**src/rtl/mem_stage_pkg.sv**
```systemverilog
// Shared definitions for the MEM stage: EX/MEM and MEM/WB bus layouts and the
// memory-access FSM encoding. The EX and WB stages import this package so that
// every stage agrees on field positions.
package mem_stage_pkg;

    localparam int XLEN     = 32;
    localparam int REG_W    = 5;
    localparam int EXMEM_W  = 141;
    localparam int MEMWB_W  = 71;

    // EX/MEM bus, MSB first. Bit positions:
    // [140:109] instr, [108] valid, [107] reserved, [106] branch,
    // [105] memtoreg, [104] regwrite, [103] memwrite, [102] memread,
    // [101] zero, [100:69] alu_result, [68:37] store_data, [36:32] rd,
    // [31:0] br_target
    typedef struct packed {
        logic [XLEN-1:0]  instr;
        logic             valid;
        logic             rsvd;
        logic             branch;
        logic             memtoreg;
        logic             regwrite;
        logic             memwrite;
        logic             memread;
        logic             zero;
        logic [XLEN-1:0]  alu_result;
        logic [XLEN-1:0]  store_data;
        logic [REG_W-1:0] rd;
        logic [XLEN-1:0]  br_target;
    } exmem_t;

    // MEM/WB bus, MSB first. Bit positions:
    // [70] memtoreg, [69] regwrite, [68:64] rd, [63:32] alu_result,
    // [31:0] load_data
    typedef struct packed {
        logic             memtoreg;
        logic             regwrite;
        logic [REG_W-1:0] rd;
        logic [XLEN-1:0]  alu_result;
        logic [XLEN-1:0]  load_data;
    } memwb_t;

    // Memory-access FSM: ACCESS issues requests, WAIT_RSP waits for load data
    typedef enum logic [0:0] {
        ST_ACCESS   = 1'b0,
        ST_WAIT_RSP = 1'b1
    } mem_state_e;

    // Word accesses must have the two low address bits clear
    function automatic logic is_misaligned(input logic [XLEN-1:0] addr);
        return (addr[1:0] != 2'b00);
    endfunction

endpackage

```
**src/rtl/mem_stage.sv**
```systemverilog
// MEM pipeline stage: holds one instruction in ex_q, drives the data-memory
// request/response handshake, stalls upstream while an access is pending and
// writes the MEM/WB register when the instruction retires.
module mem_stage
    import mem_stage_pkg::*;
#(
    parameter bit ALIGN_CHK = 1'b1
) (
    input  logic               CLK,
    input  logic               RSTN,
    input  logic [EXMEM_W-1:0] EXMEM,
    output logic               STALL,
    output logic               DM_REQ,
    output logic               DM_WE,
    output logic [XLEN-1:0]    DM_ADDR,
    output logic [XLEN-1:0]    DM_WDATA,
    input  logic               DM_GNT,
    input  logic               DM_RVALID,
    input  logic [XLEN-1:0]    DM_RDATA,
    output logic [MEMWB_W-1:0] MEMWB,
    output logic               MEMWB_VALID,
    output logic               PCSRC,
    output logic [XLEN-1:0]    BR_TARGET,
    output logic               ALIGN_ERR
);

    exmem_t     ex_q_r;
    mem_state_e state_r;
    mem_state_e state_next_s;
    memwb_t     memwb_r;
    logic       memwb_valid_r;
    logic       align_err_r;

    logic       misalign_s;
    logic       mem_op_s;
    logic       is_load_s;
    logic       stall_s;
    logic       retire_s;
    logic       dm_req_s;
    logic       pcsrc_s;
    logic       unused_s;

    // Instruction word and reserved bit travel through ex_q but are not used here
    assign unused_s = ^{ex_q_r.instr, ex_q_r.rsvd};

    // Decode the held instruction into access class and alignment status
    always_comb begin
        misalign_s = 1'b0;
        mem_op_s   = 1'b0;
        is_load_s  = 1'b0;
        misalign_s = ALIGN_CHK & ex_q_r.valid & (ex_q_r.memread | ex_q_r.memwrite)
                   & is_misaligned(ex_q_r.alu_result);
        mem_op_s   = ex_q_r.valid & (ex_q_r.memread | ex_q_r.memwrite) & ~misalign_s;
        // An op flagged as both read and write is issued as a store
        is_load_s  = ex_q_r.memread & ~ex_q_r.memwrite;
    end

    // Stage register: capture the upstream bus whenever we are not stalling
    always_ff @(posedge CLK or negedge RSTN) begin
        if (!RSTN) begin
            ex_q_r <= '0;
        end else if (!stall_s) begin
            ex_q_r <= exmem_t'(EXMEM);
        end else begin
            ex_q_r <= ex_q_r;
        end
    end

    // FSM state register
    always_ff @(posedge CLK or negedge RSTN) begin
        if (!RSTN) begin
            state_r <= ST_ACCESS;
        end else begin
            state_r <= state_next_s;
        end
    end

    // FSM next state: a granted load waits for its data; GNT is ignored while waiting
    always_comb begin
        state_next_s = state_r;
        case (state_r)
            ST_ACCESS: begin
                if (mem_op_s && is_load_s && DM_GNT) begin
                    state_next_s = ST_WAIT_RSP;
                end else begin
                    state_next_s = ST_ACCESS;
                end
            end
            ST_WAIT_RSP: begin
                if (DM_RVALID || !mem_op_s) begin
                    state_next_s = ST_ACCESS;
                end else begin
                    state_next_s = ST_WAIT_RSP;
                end
            end
            default: state_next_s = ST_ACCESS;
        endcase
    end

    // FSM outputs: request, stall and retire qualification; RVALID only counts in WAIT_RSP
    always_comb begin
        dm_req_s = 1'b0;
        stall_s  = 1'b0;
        retire_s = 1'b0;
        pcsrc_s  = 1'b0;
        case (state_r)
            ST_ACCESS: begin
                dm_req_s = mem_op_s;
                stall_s  = mem_op_s & (~DM_GNT | is_load_s);
            end
            ST_WAIT_RSP: begin
                dm_req_s = 1'b0;
                stall_s  = mem_op_s & ~DM_RVALID;
            end
            default: begin
                dm_req_s = 1'b0;
                stall_s  = 1'b0;
            end
        endcase
        retire_s = ex_q_r.valid & ~stall_s;
        pcsrc_s  = ex_q_r.valid & ex_q_r.branch & ex_q_r.zero;
    end

    // MEM/WB register: written once per retired instruction, held otherwise
    always_ff @(posedge CLK or negedge RSTN) begin
        if (!RSTN) begin
            memwb_r       <= '0;
            memwb_valid_r <= 1'b0;
            align_err_r   <= 1'b0;
        end else if (retire_s) begin
            memwb_r.load_data  <= (mem_op_s && is_load_s) ? DM_RDATA : 32'h0000_0000;
            memwb_r.alu_result <= ex_q_r.alu_result;
            memwb_r.rd         <= ex_q_r.rd;
            memwb_r.regwrite   <= ex_q_r.regwrite & ~misalign_s;
            memwb_r.memtoreg   <= ex_q_r.memtoreg;
            memwb_valid_r      <= 1'b1;
            align_err_r        <= misalign_s;
        end else begin
            memwb_r       <= memwb_r;
            memwb_valid_r <= 1'b0;
            align_err_r   <= 1'b0;
        end
    end

    assign STALL       = stall_s;
    assign DM_REQ      = dm_req_s;
    assign DM_WE       = ex_q_r.memwrite;
    assign DM_ADDR     = ex_q_r.alu_result;
    assign DM_WDATA    = ex_q_r.store_data;
    assign MEMWB       = memwb_r;
    assign MEMWB_VALID = memwb_valid_r;
    assign PCSRC       = pcsrc_s;
    assign BR_TARGET   = ex_q_r.br_target;
    assign ALIGN_ERR   = align_err_r;

endmodule

```
**config.mk**
```make
export PLATFORM = sky130hd
export DESIGN_NAME = mem_stage
export DESIGN_NICKNAME = d
export VERILOG_FILES = /design/src/rtl/mem_stage_pkg.sv /design/src/rtl/mem_stage.sv
export SDC_FILE = /design/constraint.sdc
export NUM_CORES = 1
export LEC_CHECK = 0
export ABC_AREA = 1
export CORE_MARGIN = 2
export CORE_UTILIZATION = 43
export DETAILED_ROUTE_END_ITERATION = 16
export PLACE_DENSITY = 0.81
export SLEW_MARGIN = 10
export SYNTH_ARGS = -nofsm -noshare
export SYNTH_HDL_FRONTEND = slang
export SYNTH_SLANG_ARGS = --single-unit
```
**constraint.sdc**
```tcl
create_clock -name CLK -period 2.5 [get_ports CLK]
set_clock_uncertainty 0.15 [all_clocks]
set_input_delay 0.5 -clock CLK [delete_from_list [all_inputs] [get_ports CLK]]
set_output_delay 0.5 -clock CLK [all_outputs]
set_load 0.05 [all_outputs]
```
# After elaboration in Yosys (flattened, before gate mapping)
# Index checks and enable logic that the tools add are counted.
[word_totals] register_bits=182 elab_cells=50 out_inout_bits=173 inputBits=177
[op_classes] n_reduce_logical=5 bitwise=18 mux=8
[ops] cell="32-bit 2-to-1 mux" n=1
[ops] cell="1-bit bitwise AND" n=10
[ops] cell="1-bit NOT" n=6
[ops] cell="1-bit case mux with 2 select lines" n=3
[ops] cell="1-bit 2-to-1 mux" n=4
[ops] cell="1-bit logical AND" n=2
[ops] cell="1-bit bitwise OR" n=2
[ops] cell="2-bit nonzero test" n=1
[ops] cell="1-bit logical NOT" n=1
[ops] cell="1-bit logical OR" n=1

# Longest topological paths before layout
[depth] depth_word=10 mapped_depth=10 depth_no_buf=8

# Least setup slack after synthesis
# Ideal clock, no wire load.
[synth_timing] path_type="flip-flop to output port" startpoint="register ex_q_r[108] in the netlist's numbering" endpoint="output port PCSRC" n_path_buf=1 path_slack_ps=163 stages_incl_launch_ff=4 arrival_time_ps=1687 cell_sequence="dfrtp_1 buf_2 inv_1 nor3_1"
[synth_between] elab_chain_cells=2
[synth_rtl] element="start: declaration" line="mem_stage.sv:27" source="exmem_t ex_q_r;"
[synth_rtl] element="start signal: assignment" line="mem_stage.sv:63" source="ex_q_r <= exmem_t'(EXMEM);"
[synth_rtl] element="start signal: assignment" line="mem_stage.sv:65" source="ex_q_r <= ex_q_r;"
[synth_rtl] element="1-bit bitwise AND (2 in series)" line="mem_stage.sv:121" source="pcsrc_s = ex_q_r.valid & ex_q_r.branch & ex_q_r.zero;"
[synth_rtl] element="end: declaration" line="mem_stage.sv:22" source="output logic PCSRC,"
# No other way between the ends.

# Final worst setup path
[layout_timing] startpoint="register ex_q_r (netlist bit DM_ADDR[0])" endpoint="output port DM_ADDR[0]"
[layout_lines] element="end: declaration" line="mem_stage.sv:15" source="output logic [XLEN-1:0] DM_ADDR,"
# No word-level cell between the ends.

==> qor.csv <==
stage,metric,value,unit
run_status,outcome,finished clean,
global_route,largest net degree at the start of global routing,79,
yosys,Synth Instances,953,
critical_path,"Data arrival, critical path",1710,ps
finish,share of cells above drive strength 1,7.23,%
sta,final worst path period need,2360,ps
critical_path,CP peak stage delay,860,ps
critical_path,CP required,1850,ps
yosys,post-synthesis instance area,0.00812,mm2
sta,# setup viols final,0,
clock_tree,CTS resizes,0,
clock_tree,CTS max path bufs,2,
pwr,switch share,32.3,%
global_route,Total GRT Usage,20.8,%
critical_path,worst path buffer plus inverter count,1,
detailed_routing,Via density,4.59,
yosys,Yosys top cell by area,dfrtp_1,
yosys,sequential share of the synthesized area,56.1,%
floorplan,I/O pin count,350,
critical_path,CP Capture Type,output port,
pwr,P per Cell Area,730,mW/mm2
floorplan,Cell Rows,50,
pwr,register share of total power,40.1,%
critical_path,critical path class,flip-flop to output port,
yosys,post-synth cell types,21,
floorplan,Initial Util,43.6,%
clock_tree,CTS tree,yes,
critical_path,Setup crit end,DM_ADDR[0],
min_path,min-delay src,MEMWB[50],
global_route,gr ovfl total,0,
clock_tree,CTS Sinks,182,
sta,RSZ-0062 raised after global routing,no,
critical_path,Crit Path Max Fanout,3,
finish,n_diodes,0,
yosys,Synth Register Bits,182,
sta,fmax,0.424,GHz
clock_tree,clock slew at the register clock pins of the worst setup and hold paths,70,ps
pwr,Combinational Power Share,25.6,%
sta,"Hold Vio Cnt, Final",0,
critical_path,crit start category,flip-flop,
clock_tree,root buffer cell,clkbuf_16,
finish,Area Overhead vs Synth,40.7,%
yosys,Synth Area per Inst,8.52,um2
global_route,vias in the first global route,6387,
yosys,largest cells by area after synthesis,"dfrtp_1 56%, nand2_1 20%, buf_4 9.5%",
clock_tree,CTS Buf Count,17,
floorplan,DIE HEIGHT,141,um
detailed_routing,1st-pass router iterations,4,
critical_path,R2R depth,8,
critical_path,slowest CP cell,clkdlybuf4s50_1,
pwr,clock share of power,34.3,%
critical_path,reg2reg setup slack,690,ps
floorplan,Core ar.,0.0186,mm2
clock_tree,clk_lat worst skew,410,ps
yosys,share of the synthesized area in the top cell type,56.1,%
pwr,Sw Pwr,2.70,mW
critical_path,crit-path cells,clkdlybuf4s50_1,
global_route,initial antenna violation count,1,
critical_path,worst setup path start,DM_ADDR[0],
sta,Worst-Margin Slew,592,ps
critical_path,cell family with the largest share of critical-path delay,buffers and inverters,
global_route,first-pass GRT wire length,32800,um
yosys,Syn. warnings,0,
clock_tree,htree depth,4,
job,MaxCap Viol Count,0,
finish,Layout Nets,1340,
critical_path,Reg-to-Reg Start,DM_ADDR[1],
pwr,Max VDD drop,0.000533,V
min_path,worst min path class,flip-flop to flip-flop,
floorplan,Die Width,141,um
placed_design,dpl hpwl,14700,um
floorplan,Die Area,0.0200,mm2
placed_design,Inst Count DP,1377,
detailed_routing,detailed-route wire length per cell,14.6,um
critical_path,Worst path depth,1,
detailed_routing,ANT nets after route,0,
finish,fin cells,1410,
placed_design,PortBufs,316,
sta,final worst path period share,94.4,%
pwr,design internal power,5.64,mW
sta,Setup TNS,0,ps
detailed_routing,DRT iter0 DRCs,334,
critical_path,Reg-to-Reg End,ex_q_r[106],
sta,final number of max-transition violations,0,
pwr,leakage power,5.72,nW
detailed_routing,# DRC,0,
detailed_routing,via count,6471,
yosys,Syn Nets,1130,
placed_design,Final Wtd Congestion,0.804,
sta,Rel. slew slack,60.4,%
detailed_routing,Routed WL,20600,um
[kinds of logic (layout without fill, tap and decap cells)]
logic type | Yosys count | in the layout | share of synthesized area [%]
flops | 182 | 182 | 56.1
buf+inv | 192 | 415 | 15.0
compound gates | 9 | 9 | 0.616
simple gates | 570 | 570 | 28.3
[layout make-up]
cell class,instances,area [um2]
repair buffers,337,3410
fillers,1578,7220
inverters,46,174
flip-flops and latches,182,4560
multi-input cells,579,2370
clock buffers,18,429
well taps,234,293
clock inverters,14,198
[worst min path at each step]
stage / end / slack, ps / depth (start not counted)
5_1_grt: MEMWB[58] / 340 / 2
3_5_place_dp: BR_TARGET[9] / 310 / 2
2_1_floorplan: ALIGN_ERR / 50 / 0
6_report: MEMWB[50] / 320 / 2
4_1_cts: BR_TARGET[3] / 320 / 2
3_3_place_gp: BR_TARGET[7] / 300 / 2
[registers in the layout, indices dropped and copies added, names as in the netlist]
register	flops
MEMWB	71
ALIGN_ERR	1
BR_TARGET	32
DM_ADDR	32
state_r	1
MEMWB_VALID	1
DM_WDATA	32
DM_WE	1
ex_q_r	11
[power groups by stage]
stage          registers, mW  logic [mW]  clock network (mW)
3_5_place_dp            3.40        2.15                   0
4_1_cts                 3.35        2.16                2.91
6_report                3.35        2.13                2.86
2_1_floorplan           3.76        1.04                   0
3_3_place_gp            3.39        2.13                   0
5_1_grt                 3.38        2.26                3.05
[metal layers]
metal | part of all wire, % | vias to the layer above | global-route usage, %
li1 | - | 3211 | -
met1 | 41 | 2994 | 25.1
met2 | 49 | 226 | 35.5
met3 | 6.8 | 38 | 5.50
met4 | 3.1 | 2 | 8.37
met5 | 0.063 | - | 0
[per-stage QoR]
| step | cell area (um2) | util (%) | hold slack [ps] | setup WS, ps | power, mW |
|---|---|---|---|---|---|
| final | 11400 | 61.3 | 317 | 139 | 8.34 |
| after global routing | 11400 | 61.3 | 340 | 74.1 | 8.69 |
| after CTS | 11400 | 61.3 | 324 | 125 | 8.41 |
| after detailed placement | 10800 | 57.9 | 307 | 210 | 5.55 |
| after global placement | 10800 | 57.9 | 302 | 201 | 5.51 |
| after floorplan | 8120 | - | 54.4 | 163 | 4.80 |
[what timing repair did]
| action | 4_1_cts | 5_1_grt |
|---|---|---|
| hold buffers | 1 | 0 |
| setup endpoints to repair | 0 | 0 |
| buffers inserted | 0 | 0 |
| endpoints found under the hold margin | 53 | 0 |
[cell usage after synthesis]
master    count
nand3_2       1
nor3_1        2
o21ai_0       6
a21boi_1      1
nand4_1       1
inv_1        42
nand2_2      20
nand3_1      71
buf_2        22
nand2_1     434
dfrtp_1     182
buf_6        11
inv_2         4
clkbuf_1      9
or2_2         1
nor2_4        1
buf_1         1
buf_4       103
a21oi_1       1
nor2_1       39
o21bai_1      1
[cell usage in the layout (no fill, tap or decap), types with 4 or more instances in the layout]
cell type	instances
buf_12	7
buf_4	16
bufinv_16	4
clkbuf_16	17
clkdlybuf4s50_1	312
clkinv_2	4
dfrtp_1	181
inv_1	42
nand2_1	433
nand2_2	20
nand3_1	71
nor2_1	39
o21ai_0	6
Power figures use the tool's default switching activity.
